`src/rtl/dot_accel_pkg.sv`:
```
// Shared types and helpers for the dot-product engine: CSR map, FSM states,
// configuration record and the Q16.16 multiply-truncate.
package dot_accel_pkg;
  localparam int QW   = 32;
  localparam int FRAC = 16;

  localparam logic [2:0] CSR_CTRL  = 3'd0;
  localparam logic [2:0] CSR_WBASE = 3'd1;
  localparam logic [2:0] CSR_ABASE = 3'd2;
  localparam logic [2:0] CSR_LEN   = 3'd3;
  localparam logic [2:0] CSR_CFG   = 3'd4;
  localparam logic [2:0] CSR_STAT  = 3'd5;

  typedef enum logic [2:0] {
    IDLE, REQ_W, WAIT_W, REQ_A, WAIT_A, MAC, FINISH, DONE
  } state_t;

  typedef struct packed {
    logic [31:0] w_base;
    logic [31:0] a_base;
    logic [31:0] len;
    logic        relu_en;
  } cfg_t;

  // Full 64-bit signed product, keep the Q16.16 window.
  function automatic logic [QW-1:0] q_mul(input logic [QW-1:0] w, input logic [QW-1:0] a);
    logic signed [2*QW-1:0] p;
    p = $signed({{QW{w[QW-1]}}, w}) * $signed({{QW{a[QW-1]}}, a});
    return p[FRAC+QW-1:FRAC];
  endfunction
endpackage

```
`src/rtl/dot_accel_mac.sv`:
```
// Registered multiply-accumulate; the sum wraps in 32-bit two's complement.
module dot_accel_mac
  import dot_accel_pkg::*;
(
  input  logic          clk,
  input  logic          rst_n,
  input  logic          clr,
  input  logic          en,
  input  logic [QW-1:0] w,
  input  logic [QW-1:0] a,
  output logic [QW-1:0] acc
);
  always_ff @(posedge clk or negedge rst_n) begin
    if (!rst_n)   acc <= '0;
    else if (clr) acc <= '0;
    else if (en)  acc <= acc + q_mul(w, a);
  end
endmodule

```
`src/rtl/dot_accel.sv`:
```
// Dot-product engine: CSR slave, single-outstanding read master fetching
// w[i] then a[i], MAC per element, optional ReLU on the final sum.
module dot_accel
  import dot_accel_pkg::*;
#(
  parameter int DW = 32,
  parameter int AW = 32
) (
  input  logic          clk_clk,
  input  logic          reset_reset_n,
  input  logic [2:0]    slave_address,
  input  logic          slave_read,
  input  logic          slave_write,
  input  logic [31:0]   slave_writedata,
  output logic [31:0]   slave_readdata,
  output logic          slave_waitrequest,
  output logic [AW-1:0] master_address,
  output logic          master_read,
  input  logic [DW-1:0] master_readdata,
  input  logic          master_waitrequest,
  input  logic          master_readdatavalid
);
  state_t        state;
  cfg_t          cfg;
  logic [31:0]   idx;
  logic [DW-1:0] w_q, a_q;
  logic [31:0]   result;
  logic [QW-1:0] acc;
  logic          busy, cfg_wr, start;

  assign busy   = !(state == IDLE || state == DONE);
  assign cfg_wr = slave_write && !busy;
  assign start  = cfg_wr && (slave_address == CSR_CTRL);

  // Only a result read stalls, and only until DONE exposes the new result.
  assign slave_waitrequest = slave_read && (slave_address == CSR_CTRL) && busy;

  always_comb begin
    slave_readdata = '0;
    if (slave_read) begin
      case (slave_address)
        CSR_CTRL:  slave_readdata = result;
        CSR_WBASE: slave_readdata = cfg.w_base;
        CSR_ABASE: slave_readdata = cfg.a_base;
        CSR_LEN:   slave_readdata = cfg.len;
        CSR_CFG:   slave_readdata = {31'b0, cfg.relu_en};
        CSR_STAT:  slave_readdata = {31'b0, busy};
        default:   slave_readdata = '0;
      endcase
    end
  end

  dot_accel_mac u_mac (
    .clk   (clk_clk),
    .rst_n (reset_reset_n),
    .clr   (start),
    .en    (state == MAC),
    .w     (w_q),
    .a     (a_q),
    .acc   (acc)
  );

  always_ff @(posedge clk_clk or negedge reset_reset_n) begin
    if (!reset_reset_n) begin
      state          <= IDLE;
      cfg            <= '0;
      idx            <= '0;
      w_q            <= '0;
      a_q            <= '0;
      result         <= '0;
      master_read    <= 1'b0;
      master_address <= '0;
    end else begin
      if (cfg_wr) begin
        case (slave_address)
          CSR_WBASE: cfg.w_base  <= slave_writedata;
          CSR_ABASE: cfg.a_base  <= slave_writedata;
          CSR_LEN:   cfg.len     <= slave_writedata;
          CSR_CFG:   cfg.relu_en <= slave_writedata[0];
          default: ;
        endcase
      end
      case (state)
        IDLE, DONE: if (start) begin
          idx <= '0;
          if (cfg.len == 32'd0) state <= FINISH;
          else begin
            state          <= REQ_W;
            master_read    <= 1'b1;
            master_address <= AW'(cfg.w_base);
          end
        end
        REQ_W: if (!master_waitrequest) begin
          master_read <= 1'b0;
          state       <= WAIT_W;
        end
        WAIT_W: if (master_readdatavalid) begin
          w_q            <= master_readdata;
          state          <= REQ_A;
          master_read    <= 1'b1;
          master_address <= AW'(cfg.a_base + (idx << 2));
        end
        REQ_A: if (!master_waitrequest) begin
          master_read <= 1'b0;
          state       <= WAIT_A;
        end
        WAIT_A: if (master_readdatavalid) begin
          a_q   <= master_readdata;
          state <= MAC;
        end
        MAC: begin
          idx <= idx + 32'd1;
          if (idx == cfg.len - 32'd1) state <= FINISH;
          else begin
            state          <= REQ_W;
            master_read    <= 1'b1;
            master_address <= AW'(cfg.w_base + ((idx + 32'd1) << 2));
          end
        end
        FINISH: begin
          result <= (cfg.relu_en && acc[QW-1]) ? 32'd0 : acc;
          state  <= DONE;
        end
        default: state <= IDLE;
      endcase
    end
  end
endmodule

```
`config.mk`:
```
export PLATFORM = sky130hd
export DESIGN_NAME = dot_accel
export DESIGN_NICKNAME = d
export VERILOG_FILES = /design/src/rtl/dot_accel_pkg.sv /design/src/rtl/dot_accel_mac.sv /design/src/rtl/dot_accel.sv
export SDC_FILE = /design/constraint.sdc
export NUM_CORES = 2
export LEC_CHECK = 0
export BUFFER_PORTS_ARGS = -buffer_cell sky130_fd_sc_hd__buf_2
export CORE_MARGIN = 10
export CORE_UTILIZATION = 60
export CTS_CLUSTER_SIZE = 28
export DETAILED_ROUTE_END_ITERATION = 12
export PLACE_DENSITY_LB_ADDON = 0.2
export SLEW_MARGIN = 20
export SYNTH_ARGS = -nofsm -noshare
export SYNTH_HDL_FRONTEND = slang
export SYNTH_SLANG_ARGS = --single-unit
```
`constraint.sdc`:
```
create_clock -name clk_clk -period 9.8 [get_ports clk_clk]
set_input_delay 1.47 -clock clk_clk [delete_from_list [all_inputs] [get_ports clk_clk]]
set_output_delay 1.47 -clock clk_clk [all_outputs]
set_load 0.005 [all_outputs]
```
==> out/qor.yml <==
routing:
  wl_met2_um: 64800
  ant_nets: 0
  drc_errors: 0
  wirelength_um: 133000
  avgRoutedWirePerCell_um: 21.8
  wl_met1_um: 51200
  highest_layer: "met4"
  vias: 35800
  wl_met3_um: 9090
  vias_per_cell: 5.87
  drt_iter0_drc: 2996
  dr.pass1.iters: 6
synthesis:
  synth-edff-count: 0
  synthSimpleGateAreaFrac_pct: 16.2
  synth-compound-area-share_pct: 8.34
  ys_ff_latch: 293
  synth_ff_type: "dfrtp_1"
  synthMuxAreaShare_pct: 4.32
  avgSynthCellArea_um2: 9.38
  async_flop_share_pct: 100
  synth_area_leaders: "fa_1 (36%), dfrtp_1 (16%), and2_1 (6.8%)"
  synth_fa_ha_area_share_pct: 42.6
  syn_inst: 5012
  synth_top_area_share_pct: 35.8
  synth_area_leader_cell: "fa_1"
  synth_xor_area_share_pct: 4.00
  synth_nets: 6181
  ys_seq_area_share_pct: 15.6
  post_synth_instance_area_mm2: 0.0470
  synth_warnings: 0
  synth_top_family_by_area: "adder cells"
  synth_cell_types: 84
place:
  dpl.hpwl_um: 107000
  post-place-ws_ns: -0.141
  portBuffers: 138
  place.gp.congestion: 0.948
sta:
  period_share_pct: 94.6
  max_freq_ghz: 0.108
  tightest_slew_ns: 1.10
  fin_skew_ns: 0.0514
  hold_slack_ns: 0.487
  max_slew_margin_pct: 26.9
  finalWorstPathRequiredPeriod_ns: 9.27
  setup_viol_count_final: 0
  setup_slack_ns: 0.526
  hold_viol_final: 0
  slew_viol_final: 0
  rsz0062_at_grt: "false"
floorplanning:
  die_w_um: 300
  start_util_pct: 60.6
  io_pins: 139
  core_area_mm2: 0.0776
  rows: 102
  die_y_um: 300
  die_area_mm2: 0.0900
clocking:
  cts_hold_buffers: 0
  cts_made_buffers: 38
  cts_tree: "yes"
  clk_pin_slew_worst_paths_ns: 0.05
  clk_path_buf_depth: 3
  root_buffer: "clkbuf_16"
  clock_sinks: 293
  insertion_delay_ns: 0.61
  cts.htree.levels: 2
layout:
  num-nets-final: 6185
  fin_util_pct: 64.9
  layout-drive-gt1-share_pct: 11.1
  syn2layout_area_growth_pct: 7.16
critical_path:
  worst_path_max_delay_cell: "dfrtp_1"
  cp_data_required_time_ns: 10.22
  path_common_cell: "fa_1"
  slowest_delay_ns: 0.79
  worstPathArrival_ns: 9.70
  cp_max_fo: 11
  criticalPathCategory: "reg -> reg"
  endpoint_kind: "flip-flop"
  start_kind: "flip-flop"
worst_hold_path:
  hold_path.class: "reg -> reg"
status:
  status: "complete, no violations"
grt:
  antenna_found_initial: 4
  grt-ovfl-total: 0
  grt_pass1_wl_um: 211000
  grt_pass1_vias: 37100
  grtUsageTotal_pct: 29.9
  grt_max_degree: 117
flow_run:
  maxCapViolations: 0
stage by stage:
stage / instance area (µm²) / std cells / setup TNS (ns)
2_1_floorplan: 47000 / 5012 / 0
3_3_place_gp: 48800 / 6012 / 0
3_5_place_dp: 48800 / 6012 / -0.274
4_1_cts: 50200 / 6081 / 0
5_1_grt: 50400 / 6087 / 0
6_report: 50400 / 6088 / 0
logic make-up after synthesis:
kind of cell	Yosys count
multiplexers	178
AND/OR/NAND/NOR	1498
adder cells (fa/ha/maj)	1096
flip-flops	293
AO/OA/AOI/OAI	618
XOR/XNOR	215
buffers and inverters	1114
critical path, delay by kind of cell, from the launching register on:
family	cells	cell delay, ns
flops	1	0.79
buf+inv	5	0.49
simple gates	3	0.69
fa+ha+maj	10	4.74
xor+xnor	2	0.42
compound gates	8	1.95
registers in the layout (all words and copies together) (netlist names):
signal          flops
idx                32
master_read         1
state               3
u_mac.acc          32
master_address     32
result             32
w_q                32
cfg                97
a_q                32
cells in the final DEF, fill, tap and decap left out, types with 10 or more instances in the layout:
| master | instances |
|---|---|
| mux2_2 | 161 |
| nand2b_1 | 27 |
| o21bai_1 | 16 |
| nor3_1 | 34 |
| fa_1 | 841 |
| o21ai_0 | 155 |
| a22oi_1 | 72 |
| nand3_1 | 71 |
| nor2b_1 | 29 |
| nand4_1 | 20 |
| xnor2_1 | 153 |
| inv_1 | 830 |
| a211oi_1 | 21 |
| dfrtp_1 | 267 |
| a31oi_1 | 28 |
| a21o_1 | 46 |
| nor2_1 | 117 |
| xor2_1 | 62 |
| ha_1 | 254 |
| buf_2 | 137 |
| and2_1 | 511 |
| o21a_1 | 17 |
| clkbuf_16 | 38 |
| nand2_1 | 596 |
| clkbuf_8 | 10 |
| a21oi_1 | 148 |
| o31ai_1 | 18 |
| buf_4 | 104 |
| and3_1 | 18 |
| dfrtp_2 | 25 |
layer usage:
layer	track usage [%]	up-vias
li1	-	15700
met1	38.3	18300
met2	49.5	1398
met3	4.23	352
met4	14.8	0
met5	0	-
final timing paths:
check | from | to | slack (ns) | depth (start not counted)
max | w_q[23]$_DFFE_PN0P_ | u_mac.acc[27]$_DFFE_PN0P_ | 0.53 | 28
min | master_address[1]$_DFFE_PN0P_ | master_address[1]$_DFFE_PN0P_ | 0.49 | 2
max reg2reg | w_q[23]$_DFFE_PN0P_ | u_mac.acc[27]$_DFFE_PN0P_ | 0.53 | 28
min reg2reg | master_address[1]$_DFFE_PN0P_ | master_address[1]$_DFFE_PN0P_ | 0.49 | 2
max in group asynchronous | reset_reset_n | a_q[15]$_DFFE_PN0P_ | 7.52 | 2
min in group asynchronous | reset_reset_n | master_address[8]$_DFFE_PN0P_ | 0.89 | 1
synth_stat cells (all sizes together), types with 74 or more instances:
| master | number |
|---|---|
| fa | 841 |
| inv | 830 |
| nand2 | 597 |
| and2 | 511 |
| dfrtp | 293 |
| clkbuf | 259 |
| ha | 255 |
| mux2 | 171 |
| o21ai | 163 |
| xnor2 | 153 |
| a21oi | 149 |
| nor2 | 121 |
| nand3 | 74 |
final cells by class:
| cell class | instances | area [µm²] |
|---|---|---|
| clock buffers | 50 | 1100 |
| diodes | 3 | 7.51 |
| flip-flops and latches | 293 | 7370 |
| multi-input cells | 3605 | 35600 |
| fillers | 6388 | 27200 |
| inverters | 830 | 3120 |
| clock inverters | 19 | 308 |
| repair buffers | 248 | 1570 |
| well taps | 1040 | 1300 |
timing repair:
item	CTS	global route
gates cloned	0	0
buffers inserted	0	4
endpoints found under the setup margin	5	15
gates resized for setup	3	48
pin swaps	0	2
endpoints found under the hold margin	0	0
Power is left out: the tool's default activity adds up to more than one toggle a clock period on the data nets, which glitch-free logic cannot reach.
